$ cat src/rtl/ws2812_pkg.sv
// rtl/ws2812_pkg.sv - shared types and constants for the WS2812 serializer
// Purpose: state encoding, LED word width, default 100 MHz timing, small helper.
// Ports: none (package).
package ws2812_pkg;

  typedef enum logic [1:0] {
    ST_RESYNC = 2'd0,
    ST_IDLE   = 2'd1,
    ST_SEND   = 2'd2,
    ST_LATCH  = 2'd3
  } state_t;

  localparam int BITS_PER_LED = 24;

  // Defaults for a 100 MHz clock
  localparam int DEF_NUM_LEDS = 5;
  localparam int DEF_TBIT     = 125;   // 1.25 us bit period
  localparam int DEF_T0H      = 35;    // 0.35 us high for a 0
  localparam int DEF_T1H      = 70;    // 0.70 us high for a 1
  localparam int DEF_TRESET   = 6000;  // 60 us latch gap

  function automatic int max_int(input int a, input int b);
    return (a > b) ? a : b;
  endfunction

endpackage

$ cat src/rtl/ws2812_serializer_if.sv
// rtl/ws2812_serializer_if.sv - engine-side bus of the WS2812 serializer
// Purpose: bundles frame, request and status signals between engine and serializer.
// Ports (signals):
//   GRBSeq  frame, [MSB:MSB-23] = LED0 G7..B0 (master -> slave)
//   Refresh level frame request                (master -> slave)
//   Dout    WS2812 data line                   (slave -> master)
//   Busy    serializer not idle                (slave -> master)
//   Cycle   one-clk frame-done pulse           (slave -> master)
interface ws2812_serializer_if
  import ws2812_pkg::*;
#(
  parameter int NUM_LEDS = DEF_NUM_LEDS
);

  logic [BITS_PER_LED*NUM_LEDS-1:0] GRBSeq;
  logic                             Refresh;
  logic                             Dout;
  logic                             Busy;
  logic                             Cycle;

  modport master (
    output GRBSeq,
    output Refresh,
    input  Dout,
    input  Busy,
    input  Cycle
  );

  modport slave (
    input  GRBSeq,
    input  Refresh,
    output Dout,
    output Busy,
    output Cycle
  );

endinterface

$ cat src/rtl/ws2812_bit_gen.sv
// rtl/ws2812_bit_gen.sv - NRZ pulse-width generator for one WS2812 bit at a time
// Purpose: bit-period timer and high/low decision for the current bit.
// Ports:
//   clk, reset  clock, asynchronous active-high reset
//   active      high while bits are being sent; low holds timer and line at 0
//   bit_val     value of the bit currently on the wire
//   dout        registered data line
//   bit_done    high in the last cycle of each bit period
module ws2812_bit_gen
  import ws2812_pkg::*;
#(
  parameter int TBIT = DEF_TBIT,
  parameter int T0H  = DEF_T0H,
  parameter int T1H  = DEF_T1H,
  parameter int TW   = 13
) (
  input  logic clk,
  input  logic reset,
  input  logic active,
  input  logic bit_val,
  output logic dout,
  output logic bit_done
);

  logic [TW-1:0] timer;

  assign bit_done = active && (timer == TW'(TBIT - 1));

  // Line follows the timer by one clock, so the first high cycle appears
  // one edge after the top enters SEND.
  always_ff @(posedge clk or posedge reset) begin
    if (reset) begin
      timer <= '0;
      dout  <= 1'b0;
    end else if (!active) begin
      timer <= '0;
      dout  <= 1'b0;
    end else begin
      dout  <= bit_val ? (timer < TW'(T1H)) : (timer < TW'(T0H));
      timer <= bit_done ? '0 : timer + 1'b1;
    end
  end

endmodule

$ cat src/rtl/ws2812_serializer.sv
// rtl/ws2812_serializer.sv - frame snapshot and WS2812 single-wire serializer
// Purpose: captures the GRB frame on Refresh, sends it MSB first with NRZ
//          pulse-width coding, holds the latch gap, then pulses Cycle.
// Ports:
//   clk, reset  clock, asynchronous active-high reset
//   bus         slave side of ws2812_serializer_if (GRBSeq, Refresh in;
//               Dout, Busy, Cycle out)
module ws2812_serializer
  import ws2812_pkg::*;
#(
  parameter int NUM_LEDS = DEF_NUM_LEDS,
  parameter int TBIT     = DEF_TBIT,
  parameter int T0H      = DEF_T0H,
  parameter int T1H      = DEF_T1H,
  parameter int TRESET   = DEF_TRESET
) (
  input  logic                clk,
  input  logic                reset,
  ws2812_serializer_if.slave  bus
);

  localparam int NBITS = BITS_PER_LED * NUM_LEDS;
  localparam int CW    = $clog2(NBITS + 1);
  localparam int TW    = $clog2(max_int(TBIT, TRESET));

  state_t           state;
  logic [NBITS-1:0] shreg;
  logic [CW-1:0]    bit_cnt;
  logic [TW-1:0]    gap_cnt;
  logic             busy_q;
  logic             cycle_q;
  logic             send_active;
  logic             dout_w;
  logic             bit_done;
  logic             gap_done;

  assign send_active = (state == ST_SEND);
  assign gap_done    = (gap_cnt == TW'(TRESET - 1));

  ws2812_bit_gen #(
    .TBIT (TBIT),
    .T0H  (T0H),
    .T1H  (T1H),
    .TW   (TW)
  ) u_bit_gen (
    .clk      (clk),
    .reset    (reset),
    .active   (send_active),
    .bit_val  (shreg[NBITS-1]),
    .dout     (dout_w),
    .bit_done (bit_done)
  );

  always_ff @(posedge clk or posedge reset) begin
    if (reset) begin
      state   <= ST_RESYNC;
      shreg   <= '0;
      bit_cnt <= '0;
      gap_cnt <= '0;
      busy_q  <= 1'b1;
      cycle_q <= 1'b0;
    end else begin
      cycle_q <= 1'b0;
      case (state)
        ST_RESYNC: begin
          if (gap_done) begin
            state   <= ST_IDLE;
            gap_cnt <= '0;
            busy_q  <= 1'b0;
          end else begin
            gap_cnt <= gap_cnt + 1'b1;
          end
        end

        ST_IDLE: begin
          if (bus.Refresh) begin
            shreg   <= bus.GRBSeq;
            bit_cnt <= '0;
            gap_cnt <= '0;
            state   <= ST_SEND;
            busy_q  <= 1'b1;
          end
        end

        ST_SEND: begin
          if (bit_done) begin
            shreg <= shreg << 1;
            if (bit_cnt == CW'(NBITS - 1)) begin
              state   <= ST_LATCH;
              bit_cnt <= '0;
              gap_cnt <= '0;
              // A one-cycle latch gap is also its final cycle.
              cycle_q <= (TRESET == 1);
            end else begin
              bit_cnt <= bit_cnt + 1'b1;
            end
          end
        end

        ST_LATCH: begin
          if (gap_done) begin
            state   <= ST_IDLE;
            gap_cnt <= '0;
            busy_q  <= 1'b0;
          end else begin
            gap_cnt <= gap_cnt + 1'b1;
            // Registered, so raise it one edge early to land on the final cycle.
            cycle_q <= (gap_cnt == TW'(TRESET - 2));
          end
        end

        default: begin
          state   <= ST_RESYNC;
          gap_cnt <= '0;
          busy_q  <= 1'b1;
        end
      endcase
    end
  end

  assign bus.Dout  = dout_w;
  assign bus.Busy  = busy_q;
  assign bus.Cycle = cycle_q;

endmodule

$ cat src/flat_wrapper.sv
// flat-port wrapper written by rule: the top's interface ports become plain ports
module ws2812_serializer_flat import ws2812_pkg::*;
#(
  parameter int NUM_LEDS = DEF_NUM_LEDS,
  parameter int TBIT     = DEF_TBIT,
  parameter int T0H      = DEF_T0H,
  parameter int T1H      = DEF_T1H,
  parameter int TRESET   = DEF_TRESET
)
  (clk, reset, bus_GRBSeq, bus_Refresh, bus_Dout, bus_Busy, bus_Cycle);
  ws2812_serializer_if #(.NUM_LEDS(NUM_LEDS)) bus_i ();
  input  logic clk;
  input  logic reset;
  input wire logic [$bits(bus_i.GRBSeq)-1:0] bus_GRBSeq;
  input wire logic [$bits(bus_i.Refresh)-1:0] bus_Refresh;
  output wire logic [$bits(bus_i.Dout)-1:0] bus_Dout;
  output wire logic [$bits(bus_i.Busy)-1:0] bus_Busy;
  output wire logic [$bits(bus_i.Cycle)-1:0] bus_Cycle;
  assign bus_i.GRBSeq = bus_GRBSeq;
  assign bus_i.Refresh = bus_Refresh;
  assign bus_Dout = bus_i.Dout;
  assign bus_Busy = bus_i.Busy;
  assign bus_Cycle = bus_i.Cycle;
  ws2812_serializer #(.NUM_LEDS(NUM_LEDS), .TBIT(TBIT), .T0H(T0H), .T1H(T1H), .TRESET(TRESET)) u_core (.clk(clk), .reset(reset), .bus(bus_i));
endmodule
$ cat config.mk
export PLATFORM = sky130hd
export DESIGN_NAME = ws2812_serializer_flat
export DESIGN_NICKNAME = d
export VERILOG_FILES = /design/src/rtl/ws2812_pkg.sv /design/src/rtl/ws2812_serializer_if.sv /design/src/rtl/ws2812_bit_gen.sv /design/src/rtl/ws2812_serializer.sv /design/src/flat_wrapper.sv
export SDC_FILE = /design/constraint.sdc
export NUM_CORES = 1
export LEC_CHECK = 0
export CAP_MARGIN = 20
export CORE_UTILIZATION = 43
export CTS_BUF_LIST = sky130_fd_sc_hd__clkbuf_16
export CTS_CLUSTER_DIAMETER = 150
export CTS_CLUSTER_SIZE = 25
export DETAILED_ROUTE_END_ITERATION = 10
export GPL_TIMING_DRIVEN = 0
export PLACE_DENSITY_LB_ADDON = 0.05
export SYNTH_ARGS = -nofsm -noshare
export SYNTH_HDL_FRONTEND = slang
export SYNTH_SLANG_ARGS = --single-unit
$ cat constraint.sdc
create_clock -name clk -period 9.5 [get_ports clk]
set_input_delay 0.95 -clock clk [delete_from_list [all_inputs] [get_ports clk]]
set_output_delay 0.95 -clock clk [all_outputs]
set_load 0.01 [all_outputs]
Yosys cells after proc, flatten, opt, wreduce, memory -nomap -nowiden
Index checks and enable logic that the tools add are counted.
Word-level totals
  bits of input ports: 123
  word-level logic and storage cells: 59
  flip-flop bits (word level): 158
Operators by class
  multiplexer cells: 26
  $lt $le $gt $ge: 2
  reductions and logical operators: 9
  eq/ne operators: 11
  $add $sub $neg: 3
Operator list (number)
  120-bit two-way mux: 2
  120-bit case mux with 2 select lines: 1
  13-bit two-way mux: 6
  13-bit case mux with 3 select lines: 1
  13-bit by 1-bit adder with 13-bit output, second input constant: 2
  13-bit equality test, second input constant: 2
  7-bit two-way mux: 3
  7-bit case mux with 2 select lines: 1
  13-bit by 7-bit equality test with 1-bit output, second input constant: 1
  13-bit by 6-bit < comparator with 1-bit output, second input constant: 1
  13-bit by 7-bit < comparator with 1-bit output, second input constant: 1
  3-bit AND reduction: 3
  2-bit two-way mux: 4
  7-bit by 1-bit adder with 7-bit output, second input constant: 1
  7-bit equality test, second input constant: 1
  1-bit two-way mux: 6
  2-bit by 1-bit inequality test with 1-bit output, second input constant: 3
  2-bit case mux with 3 select lines: 1
  2-bit equality test, second input constant: 2
  4-bit AND reduction: 1
  2-bit nonzero test: 2
  2-bit by 1-bit equality test with 1-bit output, second input constant: 1
  2-bit zero test: 1
  2-bit inequality test, second input constant: 1
  3 further kinds: 3

Depth between registers and ports, before layout
  word-level depth: 4
  gate-level depth with buffers: 10
  gate-level depth less buffers: 7

Modules after synthesis
Synthesis repeated with hierarchy kept, for this count alone.
Unflattened totals
  cell total of the unflattened synthesis: 756
  area, all modules: 7682.4 µm²
Modules (own cells, without submodules)
  ws2812_serializer: cells an instance 674, times used 1, area each 6897.9 µm²
  ws2812_bit_gen: cells an instance 82, times used 1, area each 784.5 µm²

Worst setup path after synthesis
No wires, ideal clock.
  path kind: register -> register
  start: reg u_core.u_bit_gen.timer[9]
  end: reg u_core.shreg[0]
  data required time: 9.368 ns
  cell stages (with the launch flop): 9
  arrival time: 2.087 ns
  slack: 7.281 ns
  path through: dfrtp_1 > or4_4 > o41ai_4 > o211ai_1 > buf_2 > buf_6 > buf_6 > nand2_1 > o21ai_1
Between the ends
  cells in the longest elaborated chain, start to end: 4
RTL lines
  start: declaration: line ws2812_bit_gen.sv:25  | logic [TW-1:0] timer;
  start signal: assignment: line ws2812_bit_gen.sv:40  | timer <= bit_done ? '0 : timer + 1'b1;
  13-bit by 7-bit equality test with 1-bit output: line ws2812_bit_gen.sv:27  | assign bit_done = active && (timer == TW'(TBIT - 1));
  1-bit logical AND: line ws2812_bit_gen.sv:27
  2-bit by 1-bit inequality test with 1-bit output (no source line)
  3-bit AND reduction (no source line)
  end signal: assignment: line ws2812_serializer.sv:77  | shreg <= bus.GRBSeq;
  end signal: assignment: line ws2812_serializer.sv:87  | shreg <= shreg << 1;
  end: declaration: line ws2812_serializer.sv:27  | logic [NBITS-1:0] shreg;
Every way passes these cells.
A chain may end at the register's enable or synchronous reset.

Worst setup path in the final report
  start: reg u_core.state[0]
  end: reg u_core.shreg[12]
Between the ends
  cells in the longest elaborated chain, start to end: 4
  elaborated cells on any way between the ends: 8
RTL lines
  start: declaration: line ws2812_serializer.sv:26  | state_t state;
  start signal: assignment: line ws2812_serializer.sv:56  | state <= ST_RESYNC;
  start signal: assignment: line ws2812_serializer.sv:67  | state <= ST_IDLE;
  start signal: assignment: line ws2812_serializer.sv:80  | state <= ST_SEND;
  2-bit equality test: line ws2812_serializer.sv:37, ws2812_serializer.sv:64
  1-bit logical AND: line ws2812_bit_gen.sv:27
  2-bit by 1-bit inequality test with 1-bit output (no source line)
  3-bit AND reduction (no source line)
Parallel ways exist; a longest one is shown, timed or not.

==> run metrics <==
status completed; Comb pwr share 5.4%; clock sinks 158; XOR/XNOR Fraction of Synth Area 1.038%; total CTS buffers 17; post-synthesis sequential area ratio 52.10%; Critical Path Start Type flop; worst slew pin tran 0.7309 ns; WP buf/inv 4; clk slew on worst S/H paths 0.06 ns; IO Pins 126; Post-Synth Simple-Gate Area 12.68%; CP peak stage delay 0.59 ns; # DRC 0; Final Hold Violating Endpoints 0; Sw Pwr 305.5 uW; Synth warnings 0; Pleak 3.909 nW; clock group share of total power 49.6%; total gr overflow 0; slowest cell on the critical path clkbuf_1; first-pass GRT wire length 29060 um; Rows 48; core area 17300 um2; busiest grt layer met2; area grow syn2layout 29.12%; GRT Total Usage 20.29%; Hold WC Path Type flop to flop; f_max 350.5 MHz; Max IR drop VDD 0.0001304 V; clock skew 0.01066 ns; Distinct cells, synth 47; CP endpoint kind flop; Synth area leader dfrtp_1; CP Max Fanout 10; NumNets Final 1032; Routed Antenna Nets 0; Post-synth ARST share 100.0%; period utilization 30.03%; Synth Register Bits 158; syn nets 887; die width 134.9 um; area of the die 18190 um2; Post-CTS Setup Bufs 0; synthesized netlist cell count 756; multiplexer share of the synthesized area 15.69%; crit-path leading delay family buffers and inverters; Chip Height 134.9 um; routing usage on met3 6.231%; Avg Inst Size Synth 10.04 um2; # port buffers 125; final hold slack 0.4824 ns; Synth Flop Type dfrtp_1; grt met2 use 33.10%; share of the synthesized area in the top cell type 51.76%; Max Cap Viol 0; sequential share of power 45.0%; crit-path cells inv_1 -> ha_1 -> clkbuf_1 -> clkbuf_1 -> clkbuf_1 -> mux2i_1 -> o21ai_1; relative slew slack 51.28%; GR Layer Usage met1 25.85%; largest net degree at the start of global routing 84; post-synthesis compound-gate area fraction 13.40%; 1st-iter DRT viols 353; synth top area cells dfrtp_1 52%, mux2i_1 16%, nand2_1 6.6%; starting density of the core 43.89%; hpwl dp 12110 um; Pint 1.191 mW; RSZ-0062 raised after global routing false; CTS Buffer Depth 2; WP data required 9.79 ns; Antenna diodes 0; final setup TNS 0 ns; PwrDens 152.7 nW/um2; Setup CP Type flop to flop; wire length per cell 15.10 um; CTS Hold Buffers Added 0; minimum clock period 2.853 ns; clock latency on the worst-skew pair 0.42 ns; Post-synth EDFFs 0; RePlAce Congestion 0.7690; initial antenna violation count 1; CP most frequent cell clkbuf_1; Synth Area in Adders 1.319%; DR vias/cell 5.251; Critical Path AT 3.14 ns; H-tree depth 4; Total Wirelength 17200 um; largest family of logic cells by synthesized area multiplexers; vias in the first global route 6045; Mapped Area 7591 um2; layout cells sized above 1 5.470%; Sw Share 20.41%; Slew Viols, Final 0; vias 5981; post-cts sizing count 0; number of setup violations in the final report 0; TritonCTS clock tree done; Root Buffer clkbuf_16; DRT Pass-1 Iters 5
[cell usage after synthesis, types with 3 or more instances]
library cell	n
nor3_1	5
nand3_1	19
a31oi_1	5
nand2_1	134
ha_1	8
mux2i_1	119
o31ai_1	7
o41ai_1	4
o21ai_0	95
nand4_1	7
o21a_1	3
nor2_1	24
xor2_1	4
inv_1	15
dfrtp_1	157
o21ai_1	50
buf_6	6
clkbuf_1	37
a21oi_1	9
nand2b_1	4
xnor2_1	5
and3_1	4
buf_2	4
or3_1	3
[power by group through the flow]
stage                     clock [mW]  combinational (mW)  sequential [mW]
after detailed placement           0              0.0825            0.685
final                          0.743              0.0811            0.673
after CTS                      0.763              0.0828            0.673
after global placement             0              0.0790            0.686
after global routing           0.791              0.0891            0.672
after floorplan                    0              0.0227            0.685
[layer usage]
metal  share of wire, %  vias to the layer above
met1                 45                     2890
met2                 48                      141
met3                5.8                       14
li1                   -                     2934
met4                1.1                        2
met5              0.099                        -
[cell families (layout without fill, tap and decap cells)]
kind of cell	count (synthesis)	after routing
AND/OR/NAND/NOR	216	216
AO/OA/AOI/OAI	183	183
flip-flops	158	158
multiplexers	119	119
buffers and inverters	63	221
XOR/XNOR	9	9
adder cells (fa/ha/maj)	8	8
[flip-flops by register name, indices dropped and copies added (netlist names)]
signal                  flops
u_core.u_bit_gen.dout       1
u_core.bus.Busy             1
u_core.gap_cnt             13
u_core.bit_cnt              7
u_core.u_bit_gen.timer     13
u_core.state                2
u_core.bus.Cycle            1
u_core.shreg              120
[stage by stage]
stage / power (mW) / instance area (um2) / std cells / util [%] / worst slack, ns
2_1_floorplan: 0.7082 / 7591 / 756 / - / 4.288
3_3_place_gp: 0.7646 / 9124 / 1106 / 52.75 / 2.099
3_5_place_dp: 0.7677 / 9159 / 1107 / 52.95 / 6.465
4_1_cts: 1.518 / 9802 / 1139 / 56.67 / 6.605
5_1_grt: 1.553 / 9802 / 1139 / 56.67 / 6.437
6_report: 1.497 / 9802 / 1139 / 56.67 / 6.647
[cells in the final DEF (no fill, tap or decap), types with 3 or more instances in the layout]
cell type        netlist  final
a21oi_1                9      9
a31oi_1                5      5
and3_1                 4      4
buf_2                  4      4
buf_6                  6      6
bufinv_16              0      5
clkbuf_1              37     37
clkbuf_16              0     17
clkdlybuf4s50_1        0    125
clkinv_2               0      3
clkinvlp_4             0      3
dfrtp_1              157    157
ha_1                   8      8
inv_1                 15     14
mux2i_1              119    119
nand2_1              134    134
nand2b_1               4      4
nand3_1               19     19
nand4_1                7      7
nor2_1                24     24
nor3_1                 5      5
o21a_1                 3      3
o21ai_0               95     95
o21ai_1               50     50
o31ai_1                7      7
o41ai_1                4      4
or3_1                  3      3
xnor2_1                5      5
xor2_1                 4      4
[worst register-to-register path, delay by kind of cell, from the launching register on]
kind,cells,cell delay (ns)
adder cells (fa/ha/maj),1,0.24
flip-flops,1,0.41
AO/OA/AOI/OAI,1,0.09
multiplexers,1,0.30
buffers and inverters,4,1.70
[path summary, 6_finish.rpt]
| kind | end | slack, ns | cells after the start | start |
|---|---|---|---|---|
| max | u_core.shreg[12] | 6.65 | 7 | u_core.state[0] |
| min | u_core.shreg[3] | 0.48 | 2 | u_core.shreg[3] |
| max reg2reg | u_core.shreg[12] | 6.65 | 7 | u_core.state[0] |
| min reg2reg | u_core.shreg[3] | 0.48 | 2 | u_core.shreg[3] |
| max in group asynchronous | u_core.shreg[115] | 7.74 | 3 | reset |
| min in group asynchronous | u_core.shreg[82] | 0.99 | 2 | reset |
[layout make-up]
class	instances	area, um2
multi-input combinational	535	3349
buffer	48	230.2
inverter	15	63.81
sequential	158	3955
timing repair buffer	126	1279
fill	1506	7495
clock buffer	17	425.4
tap	225	281.5
clock inverter	15	217.7
Note: power is estimated with default switching activity, not from simulation.
